==> config.mk <==
export PLATFORM = sky130hd
export DESIGN_NAME = bcd_conv_sched_flat
export DESIGN_NICKNAME = d
export VERILOG_FILES = /design/src/rtl/bcd_conv_sched_pkg.sv /design/src/rtl/bcd_conv_sched_if.sv /design/src/rtl/bcd_conv_sched_rr_arb.sv /design/src/rtl/bcd_conv_sched.sv /design/src/flat_wrapper.sv
export SDC_FILE = /design/constraint.sdc
export NUM_CORES = 1
export LEC_CHECK = 0
export BUFFER_PORTS_ARGS = -buffer_cell sky130_fd_sc_hd__buf_4
export CORE_MARGIN = 3
export CORE_UTILIZATION = 35
export CTS_CLUSTER_DIAMETER = 60
export CTS_CLUSTER_SIZE = 20
export DETAILED_ROUTE_END_ITERATION = 7
export HOLD_SLACK_MARGIN = 0.05
export SYNTH_ARGS = -nofsm -noshare
export SYNTH_HDL_FRONTEND = slang
export SYNTH_SLANG_ARGS = --single-unit
==> constraint.sdc <==
create_clock -name clk -period 2.2 [get_ports clk]
set_input_delay 0.22 -clock clk [delete_from_list [all_inputs] [get_ports clk]]
set_output_delay 0.22 -clock clk [all_outputs]
set_load 0.005 [all_outputs]
==> src/rtl/bcd_conv_sched_pkg.sv <==
// Shared types for the BCD conversion scheduler: FSM state encoding,
// the saturation limit, and the packed {tens,ones} result type.
package bcd_sched_pkg;

   typedef enum logic [2:0] {
      IDLE  = 3'd0,
      ARB   = 3'd1,
      START = 3'd2,
      WAIT  = 3'd3,
      GAP   = 3'd4
   } state_e;

   // Largest value a two-digit BCD result can hold.
   localparam int BCD_MAX = 99;

   // One result byte: tens digit in [7:4], ones digit in [3:0].
   typedef logic [7:0] bcd_t;

   function automatic bcd_t bcd_pack(input logic [3:0] tens, input logic [3:0] ones);
      return {tens, ones};
   endfunction

endpackage

==> src/rtl/bcd_conv_sched_if.sv <==
// Bundle between the scheduler, its requesters/display path and the shared
// hex2bcd converter.
//
// Converter handshake: cv_start is a single-cycle pulse; cv_din is valid from
// that cycle and held unchanged until the scheduler samples cv_done high in
// its WAIT state. cv_bcd_h/cv_bcd_l are only looked at in that cycle; cv_done
// at any other time is ignored. There is no back-pressure on the request side:
// req is sampled every cycle and upd is a one-cycle write strobe.
interface bcd_conv_sched_if #(
   parameter int NCH = 3,
   parameter int DW  = 7
);
   import bcd_sched_pkg::*;

   logic [NCH-1:0]    req;
   logic [NCH*DW-1:0] din;
   logic [NCH*8-1:0]  bcd;
   logic [NCH-1:0]    upd;
   logic [NCH-1:0]    sat;
   logic              busy;
   logic              cv_start;
   logic [DW-1:0]     cv_din;
   logic              cv_done;
   logic [3:0]        cv_bcd_h;
   logic [3:0]        cv_bcd_l;
   logic [NCH-1:0]    err;
   state_e            state_dbg;

   // Scheduler side.
   modport slave (
      input  req, din, cv_done, cv_bcd_h, cv_bcd_l,
      output bcd, upd, sat, busy, cv_start, cv_din, err, state_dbg
   );

   // Environment side: requesters, display path and converter.
   modport master (
      output req, din, cv_done, cv_bcd_h, cv_bcd_l,
      input  bcd, upd, sat, busy, cv_start, cv_din, err, state_dbg
   );

endinterface

==> src/rtl/bcd_conv_sched_rr_arb.sv <==
// Round-robin pick among pending channels. The grant is combinational from
// the pending vector and the pointer; the pointer moves past the granted
// channel only when the scheduler accepts the grant (adv_i).
module rr_arb #(
   parameter int NCH = 3,
   parameter int IW  = (NCH > 1) ? $clog2(NCH) : 1
) (
   input  logic           clk,
   input  logic           rst,
   input  logic [NCH-1:0] pend_i,
   input  logic           adv_i,
   output logic           gnt_vld_o,
   output logic [IW-1:0]  gnt_idx_o
);

   logic [IW-1:0] ptr_q, ptr_d;
   logic          hi_vld, lo_vld;
   logic [IW-1:0] hi_idx, lo_idx;

   // First pending channel at or above the pointer wins, else wrap to the lowest pending one
   always_comb begin
      hi_vld = 1'b0;
      lo_vld = 1'b0;
      hi_idx = '0;
      lo_idx = '0;
      for (int k = NCH - 1; k >= 0; k--) begin
         if (pend_i[k]) begin
            lo_vld = 1'b1;
            lo_idx = IW'(k);
            if (IW'(k) >= ptr_q) begin
               hi_vld = 1'b1;
               hi_idx = IW'(k);
            end
         end
      end
      gnt_vld_o = lo_vld;
      gnt_idx_o = hi_vld ? hi_idx : lo_idx;
      ptr_d     = (gnt_idx_o == IW'(NCH - 1)) ? '0 : gnt_idx_o + IW'(1);
   end

   // Pointer register: advance to the channel after the accepted grant
   always_ff @(posedge clk) begin
      if (!rst) begin
         ptr_q <= '0;
      end else if (adv_i) begin
         ptr_q <= ptr_d;
      end
   end

endmodule

==> src/rtl/bcd_conv_sched.sv <==
// Round-robin scheduler sharing one hex2bcd converter among NCH requesters.
// Requests are latched per channel, one channel is converted at a time, the
// {tens,ones} result is stored per channel and announced with a one-cycle
// upd strobe. Values above 99 are clamped and flagged in the sticky sat bits.
//
// Optional feature: define CONV_TIMEOUT_EN to abandon a conversion after
// TO_CYC cycles without cv_done and set the sticky err bit of that channel.
// Without it the scheduler waits for cv_done indefinitely and err reads 0.
module bcd_conv_sched
   import bcd_sched_pkg::*;
#(
   parameter int NCH    = 3,
   parameter int DW     = 7,
   parameter int TO_CYC = 64
) (
   input logic              clk,
   input logic              rst,
   bcd_conv_sched_if.slave  bus
);

   localparam int IW = (NCH > 1) ? $clog2(NCH) : 1;
   localparam logic [DW-1:0] MAX_DW = DW'(BCD_MAX);

   if (NCH < 1 || NCH > 8 || DW < 7 || TO_CYC < 1) begin : g_param_check
      $error("bcd_conv_sched: unsupported parameter set");
   end

   state_e            state_q, state_d;
   logic [NCH-1:0]    pend_q, pend_d;
   logic [IW-1:0]     gch_q, gch_d;
   logic [DW-1:0]     cv_din_q, cv_din_d;
   logic [NCH*8-1:0]  bcd_q, bcd_d;
   logic [NCH-1:0]    upd_q, upd_d;
   logic [NCH-1:0]    sat_q, sat_d;

   logic              gnt_vld;
   logic [IW-1:0]     gnt_idx;
   logic [NCH-1:0]    gnt_oh;
   logic [DW-1:0]     din_sel;
   logic              adv;
   logic              conv_ok;
   logic              to_hit;

   // A grant is consumed only in the ARB state
   assign adv     = (state_q == ARB) && gnt_vld;
   assign conv_ok = (state_q == WAIT) && bus.cv_done;

   rr_arb #(
      .NCH (NCH),
      .IW  (IW)
   ) u_arb (
      .clk       (clk),
      .rst       (rst),
      .pend_i    (pend_q),
      .adv_i     (adv),
      .gnt_vld_o (gnt_vld),
      .gnt_idx_o (gnt_idx)
   );

   // Select the granted channel's operand and build its one-hot mask
   always_comb begin
      din_sel = '0;
      gnt_oh  = '0;
      for (int k = 0; k < NCH; k++) begin
         if (gnt_idx == IW'(k)) begin
            din_sel   = bus.din[k*DW +: DW];
            gnt_oh[k] = 1'b1;
         end
      end
   end

   // Scheduler FSM next state
   always_comb begin
      state_d = state_q;
      case (state_q)
         IDLE:    if (|(pend_q | bus.req)) state_d = ARB;
         ARB:     state_d = gnt_vld ? START : IDLE;
         START:   state_d = WAIT;
         WAIT:    if (bus.cv_done || to_hit) state_d = GAP;
         GAP:     state_d = (|(pend_q | bus.req)) ? ARB : IDLE;
         default: state_d = IDLE;
      endcase
   end

   // Pending set, operand capture, saturation and result write-back
   always_comb begin
      pend_d   = pend_q | bus.req;
      gch_d    = gch_q;
      cv_din_d = cv_din_q;
      sat_d    = sat_q;
      bcd_d    = bcd_q;
      upd_d    = '0;
      if (adv) begin
         // A request arriving in the grant cycle re-arms the channel.
         pend_d = (pend_q & ~gnt_oh) | bus.req;
         gch_d  = gnt_idx;
         if (din_sel > MAX_DW) begin
            cv_din_d = MAX_DW;
            sat_d    = sat_q | gnt_oh;
         end else begin
            cv_din_d = din_sel;
         end
      end
      if (conv_ok) begin
         for (int k = 0; k < NCH; k++) begin
            if (gch_q == IW'(k)) begin
               bcd_d[k*8 +: 8] = bcd_pack(bus.cv_bcd_h, bus.cv_bcd_l);
               upd_d[k]        = 1'b1;
            end
         end
      end
   end

   // State and datapath registers with synchronous active-low reset
   always_ff @(posedge clk) begin
      if (!rst) begin
         state_q  <= IDLE;
         pend_q   <= '0;
         gch_q    <= '0;
         cv_din_q <= '0;
         bcd_q    <= '0;
         upd_q    <= '0;
         sat_q    <= '0;
      end else begin
         state_q  <= state_d;
         pend_q   <= pend_d;
         gch_q    <= gch_d;
         cv_din_q <= cv_din_d;
         bcd_q    <= bcd_d;
         upd_q    <= upd_d;
         sat_q    <= sat_d;
      end
   end

`ifdef CONV_TIMEOUT_EN
   localparam int TW = (TO_CYC > 1) ? $clog2(TO_CYC) : 1;

   logic [TW-1:0]  to_cnt_q, to_cnt_d;
   logic [NCH-1:0] err_q, err_d;

   // Give up after TO_CYC cycles in WAIT with no cv_done
   assign to_hit = (state_q == WAIT) && !bus.cv_done && (to_cnt_q == TW'(TO_CYC - 1));

   // Wait-cycle counter cleared on every START; timed-out channel gets its err bit
   always_comb begin
      to_cnt_d = to_cnt_q;
      err_d    = err_q;
      if (state_q == START) begin
         to_cnt_d = '0;
      end else if (state_q == WAIT) begin
         to_cnt_d = to_cnt_q + TW'(1);
      end
      if (to_hit) begin
         for (int k = 0; k < NCH; k++) begin
            if (gch_q == IW'(k)) err_d[k] = 1'b1;
         end
      end
   end

   // Timeout counter and sticky error flags
   always_ff @(posedge clk) begin
      if (!rst) begin
         to_cnt_q <= '0;
         err_q    <= '0;
      end else begin
         to_cnt_q <= to_cnt_d;
         err_q    <= err_d;
      end
   end

   assign bus.err = err_q;
`else
   assign to_hit  = 1'b0;
   assign bus.err = '0;
`endif

   assign bus.bcd       = bcd_q;
   assign bus.upd       = upd_q;
   assign bus.sat       = sat_q;
   assign bus.busy      = (state_q != IDLE);
   assign bus.cv_start  = (state_q == START);
   assign bus.cv_din    = cv_din_q;
   assign bus.state_dbg = state_q;

endmodule

==> src/flat_wrapper.sv <==
// flat-port wrapper written by rule: the top's interface ports become plain ports
module bcd_conv_sched_flat import bcd_sched_pkg::*;
#(
   parameter int NCH    = 3,
   parameter int DW     = 7,
   parameter int TO_CYC = 64
)
  (clk, rst, bus_req, bus_din, bus_cv_done, bus_cv_bcd_h, bus_cv_bcd_l, bus_bcd, bus_upd, bus_sat, bus_busy, bus_cv_start, bus_cv_din, bus_err, bus_state_dbg);
  bcd_conv_sched_if #(.NCH(NCH), .DW(DW)) bus_i ();
  input logic clk;
  input logic rst;
  input wire logic [$bits(bus_i.req)-1:0] bus_req;
  input wire logic [$bits(bus_i.din)-1:0] bus_din;
  input wire logic [$bits(bus_i.cv_done)-1:0] bus_cv_done;
  input wire logic [$bits(bus_i.cv_bcd_h)-1:0] bus_cv_bcd_h;
  input wire logic [$bits(bus_i.cv_bcd_l)-1:0] bus_cv_bcd_l;
  output wire logic [$bits(bus_i.bcd)-1:0] bus_bcd;
  output wire logic [$bits(bus_i.upd)-1:0] bus_upd;
  output wire logic [$bits(bus_i.sat)-1:0] bus_sat;
  output wire logic [$bits(bus_i.busy)-1:0] bus_busy;
  output wire logic [$bits(bus_i.cv_start)-1:0] bus_cv_start;
  output wire logic [$bits(bus_i.cv_din)-1:0] bus_cv_din;
  output wire logic [$bits(bus_i.err)-1:0] bus_err;
  output wire logic [$bits(bus_i.state_dbg)-1:0] bus_state_dbg;
  assign bus_i.req = bus_req;
  assign bus_i.din = bus_din;
  assign bus_i.cv_done = bus_cv_done;
  assign bus_i.cv_bcd_h = bus_cv_bcd_h;
  assign bus_i.cv_bcd_l = bus_cv_bcd_l;
  assign bus_bcd = bus_i.bcd;
  assign bus_upd = bus_i.upd;
  assign bus_sat = bus_i.sat;
  assign bus_busy = bus_i.busy;
  assign bus_cv_start = bus_i.cv_start;
  assign bus_cv_din = bus_i.cv_din;
  assign bus_err = bus_i.err;
  assign bus_state_dbg = bus_i.state_dbg;
  bcd_conv_sched #(.NCH(NCH), .DW(DW), .TO_CYC(TO_CYC)) u_core (.clk(clk), .rst(rst), .bus(bus_i));
endmodule
# Yosys cells after proc, flatten, opt, wreduce, memory -nomap -nowiden

Cells that the tools add are included.

$add $sub $neg: 1
Multipliers: 0
Div/mod/pow operators: 0
Order comparisons: 4
Equal/unequal tests: 10
Shift-type cells: 0
Muxes and demuxes: 36
Bitwise gates (word level): 5
Reduce and logical (&&, ||, !) cells: 13

Operators by type and width:

| kind                                                  | number |
|---|---|
| 2-to-1 mux 7 bit                                      | 4 |
| 2-to-1 mux 2 bit                                      | 12 |
| 2-to-1 mux 1 bit                                      | 16 |
| one-hot mux 3 bit (5 select lines)                    | 1 |
| AND reduction 2 bit                                   | 6 |
| 2-to-1 mux 3 bit                                      | 3 |
| OR 3 bit                                              | 3 |
| greater-than comparator 7 bit (second input constant) | 1 |
| == test 3 x 2 -> 1 bit (second input constant)        | 2 |
| == test 2 x 1 -> 1 bit (second input constant)        | 2 |
| == test 2 bit (second input constant)                 | 2 |
| >= comparator 1 x 2 -> 1 bit (first input constant)   | 2 |
| zero test 2 bit                                       | 2 |
| AND 3 bit                                             | 1 |
| == test 3 x 1 -> 1 bit (second input constant)        | 1 |
| == test 3 bit (second input constant)                 | 1 |
| zero test 3 bit                                       | 1 |
| inverter 3 bit                                        | 1 |
| nonzero test 3 bit                                    | 1 |
| OR reduction 3 bit                                    | 1 |
| adder 2 x 1 -> 2 bit (second input constant)          | 1 |
| >= comparator 2 bit (first input constant)            | 1 |
| logical AND 1 bit                                     | 2 |
| != test 2 x 1 -> 1 bit (second input constant)        | 1 |
| != test 2 bit (second input constant)                 | 1 |

Bits in registers: 47
Latch bits: 0
Bits in writable memories: 0
ROM bits: 0
Bits of input ports: 35
Output and inout bits: 45
Memories kept: 0

# Depth between registers and ports, before layout

Gate-level depths: netlist of the first run.

Depth in word-level cells: 14
Mapped depth: 7
Depth with buffers taken out: 6

# Cells and area by module

From an unflattened synthesis of the first run, not the netlist that was laid out.

Cell total of the unflattened synthesis: 212
Area, all modules: 1994.4 µm²

By module, submodules not included:

| module         | instances | cells an instance | area each (µm²) | sequential area each (µm²) |
|---|---|---|---|---|
| bcd_conv_sched | 1         | 191               | 1836.8          | 900.9 |
| rr_arb         | 1         | 21                | 157.7           | 40.0 |

# Worst setup path before layout of the first run

OpenSTA, ideal clock, no wires.

Path kind: register to register
Start point: reg u_core.u_arb.ptr_q[0]
End point: reg u_core.cv_din_q[0], in the netlist u_core.bus.cv_din[0]
Library setup time: 0.136 ns
Arrival time: 1.706 ns
Required time: 2.064 ns
Path slack: 0.358 ns
Stages on the path, launching flop included: 6
Buffers on the path: 0
Period minus slack after synthesis: 1.842 ns
Path through: dfxtp_1 -> nor3b_1 -> o31a_1 -> a221o_1 -> o311ai_4 -> a31oi_1

Word-level cells in the longest chain between the ends: 14
Elaborated cells on any way between the ends: 24
Those cells by class: 4 x order compare; 2 x eq/ne; 17 x mux; 1 x reduce/logical

RTL lines:

| what                                                 | line                        | source |
|---|---|---|
| start, declared                                      | bcd_conv_sched_rr_arb.sv:16 | `logic [IW-1:0] ptr_q, ptr_d;` |
| start signal, assigned                               | bcd_conv_sched_rr_arb.sv:46 | `ptr_q <= ptr_d;` |
| >= comparator 2 bit                                  | bcd_conv_sched_rr_arb.sv:30 | `if (IW'(k) >= ptr_q) begin` |
| 2-to-1 mux 1 bit or 2-to-1 mux 2 bit (tied branches) | bcd_conv_sched_rr_arb.sv:30 |  |
| 2-to-1 mux 1 bit or 2-to-1 mux 2 bit (tied branches) | bcd_conv_sched_rr_arb.sv:27 | `if (pend_i[k]) begin` |
| 2-to-1 mux 1 bit or 2-to-1 mux 2 bit (tied branches) | bcd_conv_sched_rr_arb.sv:30 |  |
| 2-to-1 mux 1 bit or 2-to-1 mux 2 bit (tied branches) | bcd_conv_sched_rr_arb.sv:27 |  |
| 2-to-1 mux 1 bit or 2-to-1 mux 2 bit (tied branches) | bcd_conv_sched_rr_arb.sv:30 |  |
| 2-to-1 mux 1 bit or 2-to-1 mux 2 bit (tied branches) | bcd_conv_sched_rr_arb.sv:27 |  |
| 2-to-1 mux 2 bit *                                   | bcd_conv_sched_rr_arb.sv:37 | `gnt_idx_o = hi_vld ? hi_idx : lo_idx;` |
| zero test 2 bit                                      | bcd_conv_sched.sv:65        | `if (gnt_idx == IW'(k)) begin` |
| 2-to-1 mux 7 bit (2 in series)                       | bcd_conv_sched.sv:65        |  |
| 2-to-1 mux 7 bit *                                   | bcd_conv_sched.sv:65        |  |
| greater-than comparator 7 bit                        | bcd_conv_sched.sv:97        | `if (din_sel > MAX_DW) begin` |
| 2-to-1 mux 7 bit *                                   | bcd_conv_sched.sv:97        |  |
| end signal, assigned                                 | bcd_conv_sched.sv:128       | `cv_din_q <= cv_din_d;` |
| end, declared                                        | bcd_conv_sched.sv:31        | `logic [DW-1:0] cv_din_q, cv_din_d;` |

Mark *: on every way between the ends. The rest lies on a longest branch, timed or not.
A chain may end at the register's enable or synchronous reset.

# Final worst setup path of the first run

Start point: reg u_core.pend_q[0]
End point: reg u_core.sat_q[2], in the netlist u_core.bus.sat[2]

Word-level cells in the longest chain between the ends: 8
Elaborated cells on any way between the ends: 16
Those cells by class: 1 x order compare; 2 x eq/ne; 9 x mux; 1 x bitwise; 3 x reduce/logical

RTL lines:

| what                                                 | line                        | source |
|---|---|---|
| start, declared                                      | bcd_conv_sched.sv:29        | `logic [NCH-1:0] pend_q, pend_d;` |
| start signal, assigned                               | bcd_conv_sched.sv:126       | `pend_q <= pend_d;` |
| 2-to-1 mux 2 bit or 2-to-1 mux 1 bit (tied branches) | bcd_conv_sched_rr_arb.sv:27 |  |
| 2-to-1 mux 2 bit                                     | bcd_conv_sched_rr_arb.sv:37 |  |
| zero test 2 bit                                      | bcd_conv_sched.sv:65        |  |
| 2-to-1 mux 7 bit (3 in series)                       | bcd_conv_sched.sv:65        |  |
| greater-than comparator 7 bit                        | bcd_conv_sched.sv:97        |  |
| AND reduction 2 bit (no source line)                 | -                           |  |
| end signal, assigned                                 | bcd_conv_sched.sv:131       | `sat_q <= sat_d;` |
| end, declared                                        | bcd_conv_sched.sv:34        | `logic [NCH-1:0] sat_q, sat_d;` |

Several ways; a longest one is shown, not always the timed one.

==> impl_metrics.csv, run 1 <==
group,metric,value,unit
critical_path,crit_path_launch_type,"flop",
floorplanning,die_width,80.78,um
global_routing,grt_pass1_wl,8086,um
global_routing,grt_start_max_net_pins,25,
place,detailed_place_hpwl,3689,um
route,ant_nets,0,
route,avgViaCountPerCell,4.861,
place,place.gp.congestion,0.8103,
yosys,synth_seq_area_share,48.08,%
min_path,hp-class,"in2reg",
yosys,synth_commonest_cells,"47 x dfxtp_1, 37 x nor2_1, 24 x mux2i_1, 16 x nand2_1, 13 x a21oi_1",
critical_path,timing.critical_path.cells,"nor2_1 -> o31a_1 -> a221o_1 -> o311ai_4 -> o31ai_1",
critical_path,regToRegStartpoint,"u_core.pend_q[0]",
timing,report.final.hold_viol_count,0,
global_routing,antenna_found_initial,0,
yosys,syn-cell-area,1957,um2
place,io_buffers,76,
floorplanning,num_io_pins,80,
clock_network,clock-root-buffer,"clkbuf_8",
run,max_cap_violations,0,
critical_path,path_delay_family,"compound AO/OA/AOI/OAI gates",
yosys,yosys.area.top_type,"dfxtp_1",
route,route.detailed.drc,0,
yosys,yosys.cell_count.top_type,"dfxtp_1",
clock_network,cts-buffers-inserted,5,
yosys,synth.area.top_cells,"dfxtp_1 48%, mux2i_1 12%, nor2_1 7.1%, a21oi_1 3.3%, nand2_1 3.1%",
min_path,holdPathEnd,"u_core.pend_q[1]",
timing,final-setup-viol-count,0,
clock_network,clock-sinks,47,
place,placedCellCount,351,
route,postRouteWirelength,5082,um
critical_path,worst_r2r_endpoint,"u_core.bus.sat[2]",
timing,skew,0.008725,ns
timing,slew-limit-headroom,63.46,%
power,power.density_cell_area,676.6,nW/um2
yosys,postSynth.asyncResetShare,0,%
min_path,hp-start,"bus_req[1]",
floorplanning,initial_core_util,37.13,%
min_path,hold_depth,3,
floorplanning,die_h,80.78,um
yosys,synth_top_flop_cell,"dfxtp_1",
critical_path,path_buf_inv,0,
yosys,synth_edf_count,0,
power,worst_ir_drop_vdd,0.0003350,V
final_layout,area_growth_synth_to_finish,40.92,%
final_layout,multi_input_gate_area_in_the_final_layout,980.9,um2
timing,worstMarginPinSlew,0.5447,ns
yosys,synth_warnings,0,
final_layout,insertedDiodeCount,0,
final_layout,filler_cell_count,516,
route,detail_route.iter0.violations,88,
clock_network,number_of_levels_the_h_tree_was_split_into,2,
floorplanning,core_area,5270,um2
clock_network,tritoncts,"yes",
critical_path,critical_path_arrival,2.22,ns
critical_path,slowest_delay,0.48,ns
route,count_of_tritonroute_iterations_in_the_first_routing_pass,4,
clock_network,clkTransAtPathRegs,0.08,ns
critical_path,ff2ff_setup_slack,0.15,ns
critical_path,worstPathMaxFanout,9,
global_routing,first_global_vias,1635,
yosys,synthesis.instances,209,
final_layout,area.sequential,940.9,um2
global_routing,grt_use_total,15.93,%
critical_path,endpoint_kind,"flop",
clock_network,cts_max_path_buffers,2,
timing,rsz0062_at_grt,"false",
yosys,synthDistinctLibCells,44,
yosys,post-synth-top-area-fraction,48.08,%
outcome,run_status,"finished clean",
timing,timing.setup.tns,0,ns
yosys,synthesized_flop_and_latch_total,47,
critical_path,timing.setup.critical_path_class,"reg2reg",
yosys,avgSynthCellArea,9.363,um2
critical_path,cp_slowest_cell,"dfxtp_1",
clock_network,insertion_delay,0.30,ns
route,route.vias.total,1750,
route,routed_wirelength_normalized_by_instance_count,14.12,um
timing,period_needed,2.046,ns
floorplanning,fp.dieArea,6525,um2
critical_path,rr_worst_depth,5,
timing,final_critical_path_share_of_the_clock_period,93.01,%
global_routing,globalRouteOverflowTotal,0,
critical_path,worstPathRequired,2.37,ns
timing,highest_attainable_clock_frequency,488.7,MHz
final_layout,final_cell_count_no_fill,360,
final_layout,final_layout_size_suffix_gt1_share,35.52,%
final_layout,finish.net_count,325,
floorplanning,floorplan.rows,26,
timing,slew_viol_final,0,
power,power.static_leakage,1.133,nW
[cells in the final DEF (no fill, tap or decap), drive strengths merged, types with 2 or more instances in the layout]
cell,Yosys,final
a31oi,3,3
a222oi,2,2
o21ai,4,4
a21oi,13,13
buf,6,84
nand2,16,16
a221o,3,3
nor2b,2,2
conb,1,3
o31ai,4,4
inv,2,2
clkbuf,6,5
a211oi,2,2
nor3b,3,3
nor2,37,37
and2,6,6
o211ai,3,3
mux2i,24,24
nor3,3,3
nand2b,3,3
dfxtp,47,47
[state kept, by name, indices dropped and copies added (netlist names)]
| name | cells |
|---|---|
| u_core.bus.bcd | 24 |
| u_core.bus.cv_din | 7 |
| u_core.bus.sat | 3 |
| u_core.bus.state_dbg | 3 |
| u_core.bus.upd | 3 |
| u_core.gch_q | 2 |
| u_core.pend_q | 3 |
| u_core.u_arb.ptr_q | 2 |
[metrics by stage]
step           hold slack (ns)  area (um2)  setup WS [ns]  util (%)  power (mW)
2_1_floorplan           0.3327        1964         0.3584         -       1.104
3_3_place_gp            0.4451        2624         0.2145     49.79       1.252
3_5_place_dp            0.4457        2624         0.1512     49.79       1.254
4_1_cts                 0.1351        2730         0.1285     51.80       1.878
5_1_grt                 0.1442        2758       0.009178     52.33       1.955
6_report                0.1412        2758         0.1538     52.33       1.866
[worst max path at each step]
stage                                startpoint              endpoint  slack [ns]  depth (start not counted)
after global routing           u_core.pend_q[0]     u_core.bus.sat[1]       0.009                          7
after floorplan           u_core.u_arb.ptr_q[0]  u_core.bus.cv_din[0]        0.36                          5
after detailed placement  u_core.u_arb.ptr_q[0]     u_core.bus.sat[1]        0.15                          7
final                          u_core.pend_q[0]     u_core.bus.sat[2]        0.15                          5
after global placement         u_core.pend_q[1]  u_core.bus.cv_din[1]        0.21                          5
after CTS                 u_core.u_arb.ptr_q[0]     u_core.bus.sat[2]        0.13                          7
[worst register-to-register path: stages, from the launching register on]
cell      delay [ns]
dfxtp_1         0.48
nor2_1          0.10
o31a_1          0.39
a221o_1         0.42
o311ai_4        0.40
o31ai_1         0.13
[kinds of logic after synthesis]
kind of cell,after synthesis,share of synthesized area (%)
simple gates,77,18.67
flops,47,48.08
compound gates,45,17.14
mux,24,12.28
buf+inv,15,3.644
other cells,1,0.1916
[layout make-up]
class,instances,share of cell area (%)
clock inverter,2,1.361
multi-input combinational,149,35.57
inverter,3,0.4083
timing repair buffer,84,22.87
sequential,47,34.12
tap,70,3.176
clock buffer,5,2.495
[per-layer routing]
layer	wire (um)	track usage, %	vias up
met3	236	2.993	8
met2	2390	25.58	52
met5	0	0	-
met4	79	5.068	0
met1	2375	21.67	796
li1	-	-	894
[timing repair]
item | CTS | global route
setup buffers | 0 | 2
setup endpoints to repair | 0 | 4
resized for setup | 0 | 2
hold buffers | 0 | 0
hold endpoints to repair | 0 | 0
[report_power, final]
part / switching, mW / leakage [nW] / total, mW / internal [mW]
clock network: 0.291 / 0.0502 / 0.623 / 0.332
logic: 0.157 / 0.702 / 0.322 / 0.165
registers: 0.0357 / 0.381 / 0.920 / 0.885
total: 0.484 / 1.13 / 1.87 / 1.38
No activity file was read; power rests on OpenSTA's default activity.
==> inputs of run 2 (changes only) <==
Settings changed: CORE_UTILIZATION 35 to 41, PLACE_DENSITY set to 0.7.
==> run 2 against run 1 <==
Net effect:
- die area shrank 14%
- largest power group unchanged
- via count grew 1.3%
- highest routed layer unchanged
- sequential power is essentially flat
==> impl_metrics.csv, run 2 (same netlist as run 1, synthesis figures left out) <==
group,metric,value,unit
critical_path,rr_worst_depth,5,
final_layout,finish.net_count,322,
critical_path,ff2ff_setup_slack,0.15,ns
timing,holdWs,0.1527,ns
clock_network,cts_max_path_buffers,2,
power,worst_ir_drop_vdd,0.0004439,V
final_layout,most-common-layout-cells,"81 x buf_4, 46 x dfxtp_1, 37 x nor2_1, 24 x mux2i_1, 16 x nand2_1",
place,placedCellCount,332,
final_layout,insertedDiodeCount,0,
timing,rsz0062_at_grt,"false",
route,avgViaCountPerCell,5.215,
min_path,hp-start,"bus_req[0]",
critical_path,regToRegStartpoint,"u_core.pend_q[1]",
final_layout,final_core_utilization,60.21,%
clock_network,cts-buffers-inserted,5,
timing,highest_attainable_clock_frequency,487.7,MHz
critical_path,timing.critical_path.cells,"nor2_1 -> o31a_1 -> a221o_1 -> o311ai_4 -> a31oi_1",
route,postRouteWirelength,4817,um
clock_network,clock-root-buffer,"clkbuf_8",
floorplanning,fp.dieArea,5638,um2
floorplanning,die_h,75.09,um
final_layout,number_of_flip_flops_under_the_largest_register_name,24,
power,power.internal,1.299,mW
floorplanning,core_area,4474,um2
route,routed_wirelength_normalized_by_instance_count,14.17,um
clock_network,insertion_delay,0.30,ns
power,power.static_leakage,1.112,nW
final_layout,layout_commonest_cell,"buf_4",
power,power.density_cell_area,661.5,nW/um2
outcome,run_status,"finished clean",
timing,timing.setup.tns,0,ns
global_routing,grt_pass1_wl,7872,um
place,detailed_place_hpwl,3562,um
timing,finalWorstSetupSlack,0.1496,ns
critical_path,endpoint_kind,"flop",
min_path,holdPathEnd,"u_core.pend_q[0]",
timing,skew,0.007841,ns
timing,final_critical_path_share_of_the_clock_period,93.20,%
timing,report.final.hold_viol_count,0,
critical_path,timing.setup.critical_path_class,"reg2reg",
critical_path,worst_r2r_endpoint,"u_core.bus.cv_din[1]",
global_routing,antenna_found_initial,0,
clock_network,post-cts-setup-buffers,0,
timing,period_needed,2.050,ns
run,max_cap_violations,0,
timing,worstMarginPinSlew,0.5714,ns
power,clock_power_share,30.9,%
critical_path,critical_path_launch_point,"u_core.pend_q[1]",
route,route.detailed.drc,0,
floorplanning,initial_core_util,43.74,%
critical_path,crit_path_launch_type,"flop",
critical_path,path_buf_inv,0,
min_path,hp-class,"in2reg",
timing,slew-limit-headroom,61.67,%
critical_path,worstPathMaxFanout,8,
place,preCtsSetupSlack,0.1252,ns
timing,slew_viol_final,0,
final_layout,finalInstanceArea,2694,um2
timing,final-setup-viol-count,0,
global_routing,grt_start_max_net_pins,25,
clock_network,clock-sinks,47,
clock_network,tritoncts,"yes",
route,detail_route.iter0.violations,122,
power,design_power_total,1.782,mW
floorplanning,die_width,75.09,um
floorplanning,num_io_pins,80,
critical_path,path_delay_family,"compound AO/OA/AOI/OAI gates",
final_layout,area_growth_synth_to_finish,37.66,%
place,io_buffers,76,
route,route.vias.total,1773,
global_routing,grt_use_total,18.40,%
global_routing,globalRouteOverflowTotal,0,
final_layout,final_cell_count_no_fill,340,
critical_path,worstPathRequired,2.37,ns
critical_path,cp_slowest_cell,"dfxtp_1",
power,pwr-share-comb,17.5,%
clock_network,clkTransAtPathRegs,0.09,ns
place,place_area,2594,um2
critical_path,slowest_delay,0.45,ns
critical_path,critical_path_arrival,2.22,ns
place,place.gp.congestion,0.8773,
min_path,hold_depth,3,
power,switching_power,0.4829,mW
global_routing,first_global_vias,1683,
floorplanning,floorplan.rows,24,
clock_network,number_of_levels_the_h_tree_was_split_into,2,
final_layout,final_layout_size_suffix_gt1_share,34.72,%
power,sw_frac_of_total,27.10,%
route,count_of_tritonroute_iterations_in_the_first_routing_pass,4,
route,ant_nets,0,
power,share_seq_of_total_power,51.6,%
[run 2: changes by cell type in the layout (fill, tap and decap cells not counted), sizes merged]
cell / previous run / this run
clkbuf: 5 / 6
clkinv: 1 / 2
bufinv: 1 / 0
buf: 84 / 81
[run 2: per-layer routing]
metal / GRT usage (%) / part of all wire [%] / wire [um]
met1: 25.60 / 45 / 2190
met2: 27.66 / 47 / 2255
met3: 5.340 / 6.5 / 314
met4: 5.534 / 1.2 / 57
met5: 0 / 0 / 0
[run 2: worst max-delay path by stage]
stage / endpoint / slack [ns] / depth (start not counted)
2_1_floorplan: u_core.bus.cv_din[0] / 0.36 / 5
3_3_place_gp: u_core.bus.cv_din[1] / 0.21 / 5
3_5_place_dp: u_core.bus.cv_din[1] / 0.13 / 5
4_1_cts: u_core.bus.cv_din[1] / 0.14 / 5
5_1_grt: u_core.bus.sat[2] / 0.004 / 6
6_report: u_core.bus.cv_din[1] / 0.15 / 5
[run 2: power groups by stage]
stage | Clock, mW | Sequential (mW) | Combinational, mW
4_1_cts | 0.567 | 0.920 | 0.313
5_1_grt | 0.603 | 0.928 | 0.347
3_3_place_gp | 0 | 0.939 | 0.306
3_5_place_dp | 0 | 0.939 | 0.312
6_report | 0.551 | 0.920 | 0.311
2_1_floorplan | 0 | 0.932 | 0.172
[run 2: worst min-delay path, cell delays in order]
cell     delay, ns
buf_4         0.09
a21oi_1       0.03
nor2_1        0.07
[run 2: repair_timing]
| item | CTS | global route |
|---|---|---|
| hold endpoints to repair | 0 | 0 |
| setup endpoints to repair | 0 | 2 |
| resized for setup | 0 | 1 |
| hold buffers | 0 | 0 |
[run 2: area by class of cell]
class	instances	area (um2)
tap	52	65.06
timing repair buffer	81	608.1
multi-input combinational	149	968.4
fill	401	1780
clock inverter	2	16.27
inverter	3	11.26
sequential	47	942.2
clock buffer	6	82.58
==> inputs of run 3 (changes only) <==
Clock period 2.2 ns to 2.5 ns, I/O delays scaled along.
==> run 3 against run 2 <==
Net effect:
- register-to-register slack improved by 0.29 ns
- first-iteration DRC count is 25% higher
- cell count unchanged
- sequential cell count unchanged
- design area decreased by 0.56%
- highest routed layer unchanged
- clock power fell by 19%
- sequential share of layout area is 0.15 points higher
- largest power group unchanged
- setup slack improved by 0.29 ns
- critical path depth unchanged
- count of clock-buffer cells in the layout unchanged
==> impl_metrics.csv, run 3 (same netlist as run 1, synthesis figures left out) <==
group,metric,value,unit
final_layout,finalInstanceArea,2679,um2
clock_network,cts_max_path_buffers,2,
clock_network,clkTransAtPathRegs,0.08,ns
final_layout,insertedDiodeCount,0,
floorplanning,initial_core_util,43.74,%
route,ant_nets,0,
final_layout,final_layout_size_suffix_gt1_share,34.03,%
critical_path,timing.critical_path.cells,"nor3b_1 -> o31a_1 -> a221o_1 -> o311ai_4 -> a31oi_1",
global_routing,globalRouteOverflowTotal,0,
route,postRouteWirelength,4751,um
clock_network,cts.hold.buffers_added,0,
timing,rsz0062_at_grt,"false",
critical_path,critical_path_launch_point,"u_core.pend_q[1]",
critical_path,worstPathRequired,2.67,ns
critical_path,ff2ff_setup_slack,0.44,ns
floorplanning,floorplan.rows,24,
critical_path,endpoint_kind,"flop",
critical_path,cp_slowest_cell,"dfxtp_1",
clock_network,cts-buffers-inserted,5,
clock_network,number_of_levels_the_h_tree_was_split_into,2,
floorplanning,num_io_pins,80,
timing,slew-limit-headroom,64.11,%
power,worst_ir_drop_vdd,0.0003460,V
critical_path,crit_path_launch_type,"flop",
route,detail_route.iter0.violations,152,
timing,final_critical_path_share_of_the_clock_period,82.49,%
clock_network,cts.repair.resized,0,
clock_network,post-cts-setup-buffers,0,
min_path,hp-class,"in2reg",
timing,timing.setup.tns,0,ns
timing,finalWorstSetupSlack,0.4378,ns
power,design_power_total,1.527,mW
global_routing,grt_pass1_wl,7258,um
floorplanning,fp.dieArea,5638,um2
place,io_buffers,76,
final_layout,layout_commonest_cell,"buf_4",
outcome,run_status,"finished clean",
critical_path,critical_path_arrival,2.24,ns
floorplanning,die_h,75.09,um
route,count_of_tritonroute_iterations_in_the_first_routing_pass,4,
timing,holdWs,0.1788,ns
critical_path,path_delay_family,"compound AO/OA/AOI/OAI gates",
route,route.vias.total,1769,
timing,slew_viol_final,0,
critical_path,worstPathMaxFanout,8,
place,place_area,2594,um2
final_layout,number_of_flip_flops_under_the_largest_register_name,24,
critical_path,regToRegStartpoint,"u_core.pend_q[1]",
final_layout,final_cell_count_no_fill,340,
route,routed_wirelength_normalized_by_instance_count,13.97,um
clock_network,tritoncts,"yes",
power,power.static_leakage,1.106,nW
critical_path,path_buf_inv,0,
place,detailed_place_hpwl,3542,um
critical_path,timing.setup.critical_path_class,"reg2reg",
final_layout,area_growth_synth_to_finish,36.89,%
timing,skew,0.005932,ns
global_routing,first_global_vias,1544,
run,max_cap_violations,0,
timing,worstMarginPinSlew,0.5384,ns
min_path,hp-start,"bus_req[1]",
place,placedCellCount,332,
final_layout,filler_cell_count,421,
timing,period_needed,2.062,ns
critical_path,slowest_delay,0.46,ns
final_layout,finish.net_count,322,
global_routing,grt_start_max_net_pins,28,
final_layout,final_core_utilization,59.87,%
place,place.gp.congestion,0.8184,
route,avgViaCountPerCell,5.203,
clock_network,clock-root-buffer,"clkbuf_8",
floorplanning,core_area,4474,um2
power,power.density_cell_area,570.2,nW/um2
timing,report.final.hold_viol_count,0,
global_routing,antenna_found_initial,0,
final_layout,most-common-layout-cells,"81 x buf_4, 47 x dfxtp_1, 37 x nor2_1, 24 x mux2i_1, 16 x nand2_1",
timing,final-setup-viol-count,0,
global_routing,grt_use_total,16.85,%
place,preCtsSetupSlack,0.4601,ns
clock_network,insertion_delay,0.30,ns
timing,highest_attainable_clock_frequency,484.9,MHz
route,route.detailed.drc,0,
floorplanning,die_width,75.09,um
clock_network,clock-sinks,47,
## run 3: changes by cell type in the layout (fill, tap and decap cells not counted)
cell | before | now
dfxtp_2 | 1 | 0
clkbuf_8 | 6 | 5
dfxtp_1 | 46 | 47
clkbuf_1 | 0 | 1
clkinv_2 | 0 | 1
clkinv_4 | 1 | 0
## run 3: worst register-to-register path: stages (launching register included)
cell and delay [ns]:
dfxtp_1 0.46, nor3b_1 0.10, o31a_1 0.41, a221o_1 0.43
o311ai_4 0.40, a31oi_1 0.14
## run 3: worst paths after layout
path,end,depth (start not counted)
hold / removal,u_core.pend_q[1],3
setup / recovery,u_core.bus.cv_din[0],5
hold reg to reg,u_core.bus.cv_din[4],2
setup reg to reg,u_core.bus.cv_din[0],5
## run 3: power by group
group          leakage (nW)  internal, mW  switching, mW  total [mW]
clock network        0.0412         0.196          0.251       0.447
registers             0.381         0.778         0.0316       0.810
logic                 0.683         0.138          0.132       0.271
## run 3: routing by layer
metal	share of wire [%]	track usage [%]	routed length, um	up-vias
met4	1.8	7.115	87	0
met2	47	24.27	2227	55
met5	0	0	0	-
li1	-	-	-	896
met3	6.1	5.073	290	11
met1	45	23.34	2145	807
## run 3: area by class of cell
type / instances / area [um2] / share of cell area (%)
Timing Repair Buffer: 81 / 608.1 / 22.70
Clock inverter: 2 / 12.51 / 0.4671
Multi-Input combinational cell: 149 / 968.4 / 36.15
Inverter: 3 / 11.26 / 0.4204
Tap cell: 52 / 65.06 / 2.429
Clock buffer: 6 / 72.57 / 2.709
Sequential cell: 47 / 940.9 / 35.12
